--- src/rtl/riscv_ctrl_pkg.sv ---
// Shared constants for the multicycle RISC-V control path: state codes,
// opcodes, ALUOp codes and datapath mux encodings.
package riscv_ctrl_pkg;

    typedef enum logic [3:0] {
        S_FETCH    = 4'd0,
        S_DECODE   = 4'd1,
        S_MEMADR   = 4'd2,
        S_MEMREAD  = 4'd3,
        S_MEMWB    = 4'd4,
        S_MEMWRITE = 4'd5,
        S_EXECR    = 4'd6,
        S_EXECI    = 4'd7,
        S_ALUWB    = 4'd8,
        S_BEQ      = 4'd9,
        S_JAL      = 4'd10
    } state_t;

    localparam logic [6:0] OP_LW  = 7'b0000011;
    localparam logic [6:0] OP_SW  = 7'b0100011;
    localparam logic [6:0] OP_R   = 7'b0110011;
    localparam logic [6:0] OP_I   = 7'b0010011;
    localparam logic [6:0] OP_BEQ = 7'b1100011;
    localparam logic [6:0] OP_JAL = 7'b1101111;

    localparam logic [1:0] ALUOP_ADD   = 2'b00;
    localparam logic [1:0] ALUOP_SUB   = 2'b01;
    localparam logic [1:0] ALUOP_FUNCT = 2'b10;

    localparam logic [1:0] RES_ALUOUT    = 2'b00;
    localparam logic [1:0] RES_DATA      = 2'b01;
    localparam logic [1:0] RES_ALURESULT = 2'b10;

    localparam logic [1:0] SRCA_PC    = 2'b00;
    localparam logic [1:0] SRCA_OLDPC = 2'b01;
    localparam logic [1:0] SRCA_RD1   = 2'b10;

    localparam logic [1:0] SRCB_RD2  = 2'b00;
    localparam logic [1:0] SRCB_IMM  = 2'b01;
    localparam logic [1:0] SRCB_FOUR = 2'b10;

    localparam logic [1:0] IMM_I = 2'b00;
    localparam logic [1:0] IMM_S = 2'b01;
    localparam logic [1:0] IMM_B = 2'b10;
    localparam logic [1:0] IMM_J = 2'b11;

    // Where DECODE dispatches an opcode; unsupported opcodes map to FETCH.
    function automatic state_t decode_target(input logic [6:0] op);
        case (op)
            OP_LW, OP_SW: decode_target = S_MEMADR;
            OP_R:         decode_target = S_EXECR;
            OP_I:         decode_target = S_EXECI;
            OP_BEQ:       decode_target = S_BEQ;
            OP_JAL:       decode_target = S_JAL;
            default:      decode_target = S_FETCH;
        endcase
    endfunction

endpackage

--- src/rtl/main_fsm_instr_dec.sv ---
// Immediate-format select derived purely from the opcode.
module instr_dec
    import riscv_ctrl_pkg::*;
(
    input  logic [6:0] op,
    output logic [1:0] imm_src
);

    // Opcode to immediate format; R-type and unknown opcodes use I.
    always_comb begin
        imm_src = IMM_I;
        case (op)
            OP_SW:   imm_src = IMM_S;
            OP_BEQ:  imm_src = IMM_B;
            OP_JAL:  imm_src = IMM_J;
            default: imm_src = IMM_I;
        endcase
    end

endmodule

--- src/rtl/main_fsm.sv ---
// Moore control FSM for the multicycle RISC-V datapath.
//
// state    | meaning
// ---------+-----------------------------------------------
// FETCH    | read instr at PC, PC+4; waits on mem_ready
// DECODE   | read regs, OldPC+imm target, dispatch on op
// MEMADR   | compute load/store address RD1+imm
// MEMREAD  | load data access; waits on mem_ready
// MEMWB    | write loaded data to register file
// MEMWRITE | store access; waits on mem_ready
// EXECR    | ALU op RD1 with RD2, funct-decoded
// EXECI    | ALU op RD1 with imm, funct-decoded
// ALUWB    | write ALU result register to register file
// BEQ      | compare RD1-RD2, load branch target on zero
// JAL      | PC <- target, ALU computes OldPC+4 for link
module main_fsm
    import riscv_ctrl_pkg::*;
(
    input  logic       clk,
    input  logic       reset_n,
    input  logic [6:0] op,
    input  logic       zero,
    input  logic       mem_ready,
    output logic       pc_write,
    output logic       adr_src,
    output logic       mem_write,
    output logic       ir_write,
    output logic       reg_write,
    output logic [1:0] result_src,
    output logic [1:0] alu_src_a,
    output logic [1:0] alu_src_b,
    output logic [1:0] alu_op,
    output logic [1:0] imm_src,
    output logic       instr_done,
    output logic       illegal_op
);

    state_t     state;
    state_t     state_next;

    logic       pc_update;
    logic       branch;
    logic       s_adr_src;
    logic       s_mem_write;
    logic       s_ir_write;
    logic       s_reg_write;
    logic [1:0] s_result_src;
    logic [1:0] s_alu_src_a;
    logic [1:0] s_alu_src_b;
    logic [1:0] s_alu_op;
    logic       s_done;
    logic       s_illegal;

    instr_dec u_instr_dec (
        .op      (op),
        .imm_src (imm_src)
    );

    // State register with synchronous active-low reset.
    always_ff @(posedge clk) begin
        if (!reset_n) state <= S_FETCH;
        else          state <= state_next;
    end

    // Next-state and per-state datapath controls.
    always_comb begin
        state_next   = S_FETCH;
        pc_update    = 1'b0;
        branch       = 1'b0;
        s_adr_src    = 1'b0;
        s_mem_write  = 1'b0;
        s_ir_write   = 1'b0;
        s_reg_write  = 1'b0;
        s_result_src = RES_ALUOUT;
        s_alu_src_a  = SRCA_PC;
        s_alu_src_b  = SRCB_RD2;
        s_alu_op     = ALUOP_ADD;
        s_done       = 1'b0;
        s_illegal    = 1'b0;
        case (state)
            S_FETCH: begin
                s_ir_write   = mem_ready;
                pc_update    = mem_ready;
                s_alu_src_b  = SRCB_FOUR;
                s_result_src = RES_ALURESULT;
                state_next   = mem_ready ? S_DECODE : S_FETCH;
            end
            S_DECODE: begin
                s_alu_src_a = SRCA_OLDPC;
                s_alu_src_b = SRCB_IMM;
                state_next  = decode_target(op);
                s_illegal   = (decode_target(op) == S_FETCH);
            end
            S_MEMADR: begin
                s_alu_src_a = SRCA_RD1;
                s_alu_src_b = SRCB_IMM;
                state_next  = (op == OP_SW) ? S_MEMWRITE : S_MEMREAD;
            end
            S_MEMREAD: begin
                s_adr_src  = 1'b1;
                state_next = mem_ready ? S_MEMWB : S_MEMREAD;
            end
            S_MEMWB: begin
                s_result_src = RES_DATA;
                s_reg_write  = 1'b1;
                s_done       = 1'b1;
            end
            S_MEMWRITE: begin
                s_adr_src   = 1'b1;
                s_mem_write = 1'b1;
                s_done      = mem_ready;
                state_next  = mem_ready ? S_FETCH : S_MEMWRITE;
            end
            S_EXECR: begin
                s_alu_src_a = SRCA_RD1;
                s_alu_src_b = SRCB_RD2;
                s_alu_op    = ALUOP_FUNCT;
                state_next  = S_ALUWB;
            end
            S_EXECI: begin
                s_alu_src_a = SRCA_RD1;
                s_alu_src_b = SRCB_IMM;
                s_alu_op    = ALUOP_FUNCT;
                state_next  = S_ALUWB;
            end
            S_ALUWB: begin
                s_reg_write = 1'b1;
                s_done      = 1'b1;
            end
            S_BEQ: begin
                s_alu_src_a = SRCA_RD1;
                s_alu_src_b = SRCB_RD2;
                s_alu_op    = ALUOP_SUB;
                branch      = 1'b1;
                s_done      = 1'b1;
            end
            S_JAL: begin
                s_alu_src_a = SRCA_OLDPC;
                s_alu_src_b = SRCB_FOUR;
                pc_update   = 1'b1;
                state_next  = S_ALUWB;
            end
            default: state_next = S_FETCH;
        endcase
    end

    // While reset is held, strobes are suppressed and selects show FETCH values.
    always_comb begin
        if (!reset_n) begin
            pc_write   = 1'b0;
            adr_src    = 1'b0;
            mem_write  = 1'b0;
            ir_write   = 1'b0;
            reg_write  = 1'b0;
            result_src = RES_ALURESULT;
            alu_src_a  = SRCA_PC;
            alu_src_b  = SRCB_FOUR;
            alu_op     = ALUOP_ADD;
            instr_done = 1'b0;
            illegal_op = 1'b0;
        end else begin
            pc_write   = pc_update | (branch & zero);
            adr_src    = s_adr_src;
            mem_write  = s_mem_write;
            ir_write   = s_ir_write;
            reg_write  = s_reg_write;
            result_src = s_result_src;
            alu_src_a  = s_alu_src_a;
            alu_src_b  = s_alu_src_b;
            alu_op     = s_alu_op;
            instr_done = s_done;
            illegal_op = s_illegal;
        end
    end

endmodule

--- config.mk ---
export PLATFORM = sky130hd
export DESIGN_NAME = main_fsm
export DESIGN_NICKNAME = d
export VERILOG_FILES = /design/src/rtl/riscv_ctrl_pkg.sv /design/src/rtl/main_fsm_instr_dec.sv /design/src/rtl/main_fsm.sv
export SDC_FILE = /design/constraint.sdc
export NUM_CORES = 1
export LEC_CHECK = 0
export ABC_AREA = 1
export BUFFER_PORTS_ARGS = -buffer_cell sky130_fd_sc_hd__buf_2
export CORE_UTILIZATION = 45
export DETAILED_ROUTE_END_ITERATION = 16
export GPL_ROUTABILITY_DRIVEN = 0
export PLACE_DENSITY = 0.87
export REMOVE_ABC_BUFFERS = 1
export SETUP_SLACK_MARGIN = 0.3
export SKIP_CTS_REPAIR_TIMING = 1
export SYNTH_ARGS = -nofsm -noshare
export SYNTH_HDL_FRONTEND = slang
export SYNTH_HIERARCHICAL = 1
export SYNTH_SLANG_ARGS = --single-unit
--- constraint.sdc ---
create_clock -name clk -period 1.49 [get_ports clk]
set_clock_uncertainty 0.05 [all_clocks]
set_input_delay 0.298 -clock clk [delete_from_list [all_inputs] [get_ports clk]]
set_output_delay 0.298 -clock clk [all_outputs]
set_load 0.02 [all_outputs]
### Word level (Yosys, flattened, before mapping)

Cells that the tools add are included.

* bitwise operators: 2
* reductions and logical operators: 12
* multiplexer cells: 31
* eq/ne operators: 16

Operator list (number)
* 4-bit one-hot mux with 6 select lines: 1
* 4-bit one-hot mux with 5 select lines: 1
* 4-bit by 3-bit equality test with 1-bit output, second input constant: 4
* 2-bit one-hot mux with 2 select lines: 4
* 7-bit by 6-bit equality test with 1-bit output, second input constant: 2
* 7-bit equality test, second input constant: 2
* 1-bit 2-to-1 mux: 14
* 4-bit equality test, second input constant: 3
* 2-bit OR reduction: 6
* 3-bit 2-to-1 mux: 3
* 3-bit OR reduction: 3
* 4-bit by 2-bit equality test with 1-bit output, second input constant: 2
* 4-bit logical NOT: 2
* 2-bit 2-to-1 mux: 4
* 7-bit by 2-bit equality test with 1-bit output, second input constant: 1
* 7-bit by 5-bit equality test with 1-bit output, second input constant: 1
* 2-bit one-hot mux with 3 select lines: 1
* 4-bit by 1-bit equality test with 1-bit output, second input constant: 1
* 4-bit 2-to-1 mux: 1
* 1-bit one-hot mux with 2 select lines: 2
* 4-bit OR reduction: 1
* 1-bit bitwise AND: 1
* 1-bit OR: 1

* flip-flop bits (word level): 4
* input bits: 11
* output and inout port bits: 17
* logic and storage cells: 62

### Depth between registers and ports, before layout

* word-level depth: 7
* gate-level depth with buffers: 8

### By module

The synthesis kept the hierarchy.

By module, submodules not included
* main_fsm: cells an instance 101, area each 560.5 um^2, times used 1, sequential area each 80.1 um^2
* instr_dec: cells an instance 17, area each 68.8 um^2, times used 1, sequential area each 0.0 um^2

### Worst setup path before layout

No wires, ideal clock.

* path kind: reg-to-output
* from: register state[3]
* to: output port alu_src_a[0]
* stages on the path, launching flop included: 5
* buffers on the path: 0
* data required time: 1.142 ns
* arrival time: 1.196 ns
* setup slack: -0.054 ns
* cells stage by stage: dfxtp_1 -> inv_1 -> nor2_2 -> nand2_2 -> o21ai_0

* cells in the longest elaborated chain, start to end: 4
* elaborated cells on any way between the ends: 10
* classes of those cells: 6 x eq/ne; 2 x mux; 2 x reduce/logical

RTL lines
* start: declaration: RTL line main_fsm.sv:38 `state_t state;`
* start signal: assignment: RTL line main_fsm.sv:62 `else state <= state_next;`
* 4-bit equality test, or another cell as far along: RTL line main_fsm.sv:80 `case (state)`
* 4-bit OR reduction (no line) / 2-bit OR reduction (equally long branches)
* 2-bit one-hot mux with 2 select lines (*): RTL line main_fsm.sv:80
* 2-bit 2-to-1 mux (*): RTL line main_fsm.sv:149 `if (!reset_n) begin`
* end: declaration: RTL line main_fsm.sv:30 `output logic [1:0] alu_src_a,`

Every way passes the cells marked *; elsewhere a longest branch is shown, timed or not.

### Worst setup path after layout

* from: register state[3]
* to: output port pc_write

* cells in the longest elaborated chain, start to end: 5
* elaborated cells on any way between the ends: 8
* classes of those cells: 2 x eq/ne; 3 x mux; 2 x bitwise; 1 x reduce/logical

RTL lines
* 4-bit equality test: RTL line main_fsm.sv:80
* 1-bit 2-to-1 mux: RTL line main_fsm.sv:80
* 1-bit bitwise AND: RTL line main_fsm.sv:162 `pc_write = pc_update | (branch & zero);`
* 1-bit OR (*): RTL line main_fsm.sv:162
* 1-bit 2-to-1 mux (*): RTL line main_fsm.sv:149
* end: declaration: RTL line main_fsm.sv:24 `output logic pc_write,`

Marked as above.

==> impl_metrics.tcl <==
set metrics [dict create \
    switching_power_uw 140 \
    path_buf_inv 2 \
    synth_top_area_cell "nand2_1" \
    hp-start "reset_n" \
    cts_max_level 1 \
    worstMarginPinSlew_ns 0.283 \
    drc 0 \
    p_int_uw 263 \
    chipWidth_um 39.4 \
    synth_cell_types 20 \
    diodes 0 \
    pwr-share-seq_pct 27.4 \
    avgSynthCellArea_um2 5.33 \
    whs_path_depth 3 \
    start_kind "flop" \
    worstPathRequired_ns 1.14 \
    power_uw 403 \
    grt_max_degree 12 \
    cts_root_buffer "clkbuf_4" \
    yosysWarningCount 6 \
    status "complete, but fails checks" \
    switching_share_pct 34.8 \
    period_share_pct 115 \
    fmax_mhz 583 \
    final_common_cell "nand2_1" \
    cpPeakStageDelay_ns 0.38 \
    cts_sinks 4 \
    layout_common_cells "nand2_1 (28), inv_1 (14), buf_4 (14)" \
    port_buffers 27 \
    worst-path-stages 5 \
    ff2ff_path_depth 10 \
    grt_pass1_vias 649 \
    io_pins 28 \
    finalNonFillerCells 172 \
    cp_slowest_cell "dfxtp_4" \
    reg2reg_from "state[1]$_SDFF_PN0_" \
    syn_inst 118 \
    p_clk_share_pct 34.5 \
    vias_per_cell 5.33 \
    top_regs "state x4" \
    drive_gt1_share_pct 54.8 \
    ant_nets 0 \
    grt_first_pass_wirelength_mm 2.50 \
    yosys-top-cells-area "nand2_1 (21%), dfxtp_1 (13%), inv_1 (12%)" \
    nets 170 \
    vias 916 \
    maxSlewViolCount 0 \
    comb_power_share_pct 38.0 \
    yosysTopAreaCellShare_pct 21.5 \
    peakVddDrop_uv 304 \
    grt-ovfl-total 0 \
    power.density_nw_per_um2 386 \
    hold_viol 0 \
    rows 13 \
    seq_area_um2 90.1 \
    endpoint_kind "primary output" \
    fin_crit_ns 1.72 \
    drtPass1Iterations 4 \
    area_delta_synth_final_pct 65.8 \
    grt.total_usage_pct 23.7 \
    cap_violations 0 \
    maxSlewHeadroom_pct 81.1 \
    finalSetupTns_ns -1.95 \
    cts.path.max_buffers 2 \
    core_um2 1300 \
    fill_cells 90 \
    dpl.hpwl_mm 1.40 \
    setup_viol 14 \
    dieHeight_um 39.4 \
    cp_max_fo 4 \
    wl_per_cell_um 12.7 \
    die_area_um2 1550 \
    initial_core_util_pct 48.4 \
    rsz0062_at_grt "true" \
    clk_latency_ns 0.24 \
    power.leakage_uw 0.000565 \
    antenna_found_initial 0 \
    layout_setup_ws_ns -0.225 \
    violations "setup timing" \
    crit_chain "inv_1 > nor2_4 > nand3_1 > a31oi_1 > buf_4" \
    worstHoldEndpoint "state[2]$_SDFF_PN0_" \
    r2r_end "state[2]$_SDFF_PN0_" \
    cts_buffers 3 \
    postSynthRegisterBits 4 \
    largest_reg_flops 4 \
    multi_input_area_um2 518 \
    clkTransAtPathRegs_ns 0.04 \
    yosysSeqAreaShare_pct 12.7 \
    wirelength_mm 2.19 \
    placed_cells 164 \
    r2r_slack_ns 0.03 \
    hold_slack_ns 0.342 \
    crit_type "reg2out" \
    worstHoldPathType "in2reg" \
    path_delay_family "flip-flops" \
    top_register "state" \
    cts_tree "yes" \
    crit_arrival_ns 1.37 \
    drt_iter0_markers 27 \
    netlist_area_um2 629 \
]
-- layout make-up --
type	count	share of cell area, %
inverter	24	8.87
multi-input combinational	89	49.6
tap	15	1.80
clock buffer	3	2.16
timing repair buffer	37	28.9
sequential	4	8.63
-- routing by layer --
| layer | share of wire [%] | vias up | global-route usage (%) |
|---|---|---|---|
| met2 | 51 | 52 | 43.8 |
| met1 | 36 | 409 | 23.6 |
| met3 | 5.9 | 16 | 3.98 |
| met4 | 6.3 | 0 | 16.4 |
| li1 | - | 439 | - |
| met5 | 0 | - | 0 |
-- through the flow --
step	utilization, %	area (um2)	worst slack (ns)
5_1_grt	80.2	1040	-0.267
3_5_place_dp	62.7	816	-0.0457
6_report	80.2	1040	-0.225
3_3_place_gp	62.7	816	0.0128
4_1_cts	64.4	838	-0.303
2_1_floorplan	-	624	-0.0539
-- synthesized netlist by cell type --
cell / n
a21oi_1: 4
a21oi_2: 1
a31oi_1: 2
and2_4: 1
buf_2: 1
dfxtp_1: 4
inv_1: 20
inv_2: 4
nand2_1: 36
nand2_2: 4
nand3_1: 10
nand3b_2: 1
nor2_1: 15
nor2_2: 6
nor2_4: 3
nor2_8: 1
nor3b_2: 1
o21ai_0: 2
o21ai_1: 1
o21bai_1: 1
-- power groups by stage --
stage	Clock, uW	Combinational, uW	Sequential, uW
after CTS	139	116	112
final	139	153	111
after floorplan	0	69.0	113
after global routing	143	166	111
after global placement	0	112	113
after detailed placement	0	116	113
-- worst register-to-register path, stage by stage, from the launching register on --
cell	delay, ns
dfxtp_2	0.40
inv_1	0.11
nand2_4	0.11
nor2_8	0.06
buf_4	0.13
buf_6	0.11
buf_6	0.11
nand3_1	0.06
nand3_1	0.09
nand2_1	0.08
inv_1	0.04
-- cell families after synthesis --
kind of cell / after synthesis / synth area share [%]
AND/OR/NAND/NOR: 78 / 62.0
buffers and inverters: 25 / 15.1
AO/OA/AOI/OAI: 11 / 10.1
flip-flops: 4 / 12.7
-- how the worst max path moves through the flow --
stage                             start           end  slack [ns]
floorplan           state[3]$_SDFF_PN0_  alu_src_a[0]       -0.05
global placement    state[3]$_SDFF_PN0_    instr_done        0.01
detailed placement  state[2]$_SDFF_PN0_    instr_done       -0.05
CTS                 state[2]$_SDFF_PN0_    instr_done       -0.30
global route        state[3]$_SDFF_PN0_      pc_write       -0.27
finish              state[3]$_SDFF_PN0_      pc_write       -0.23
No activity file was read; power rests on OpenSTA's default activity.
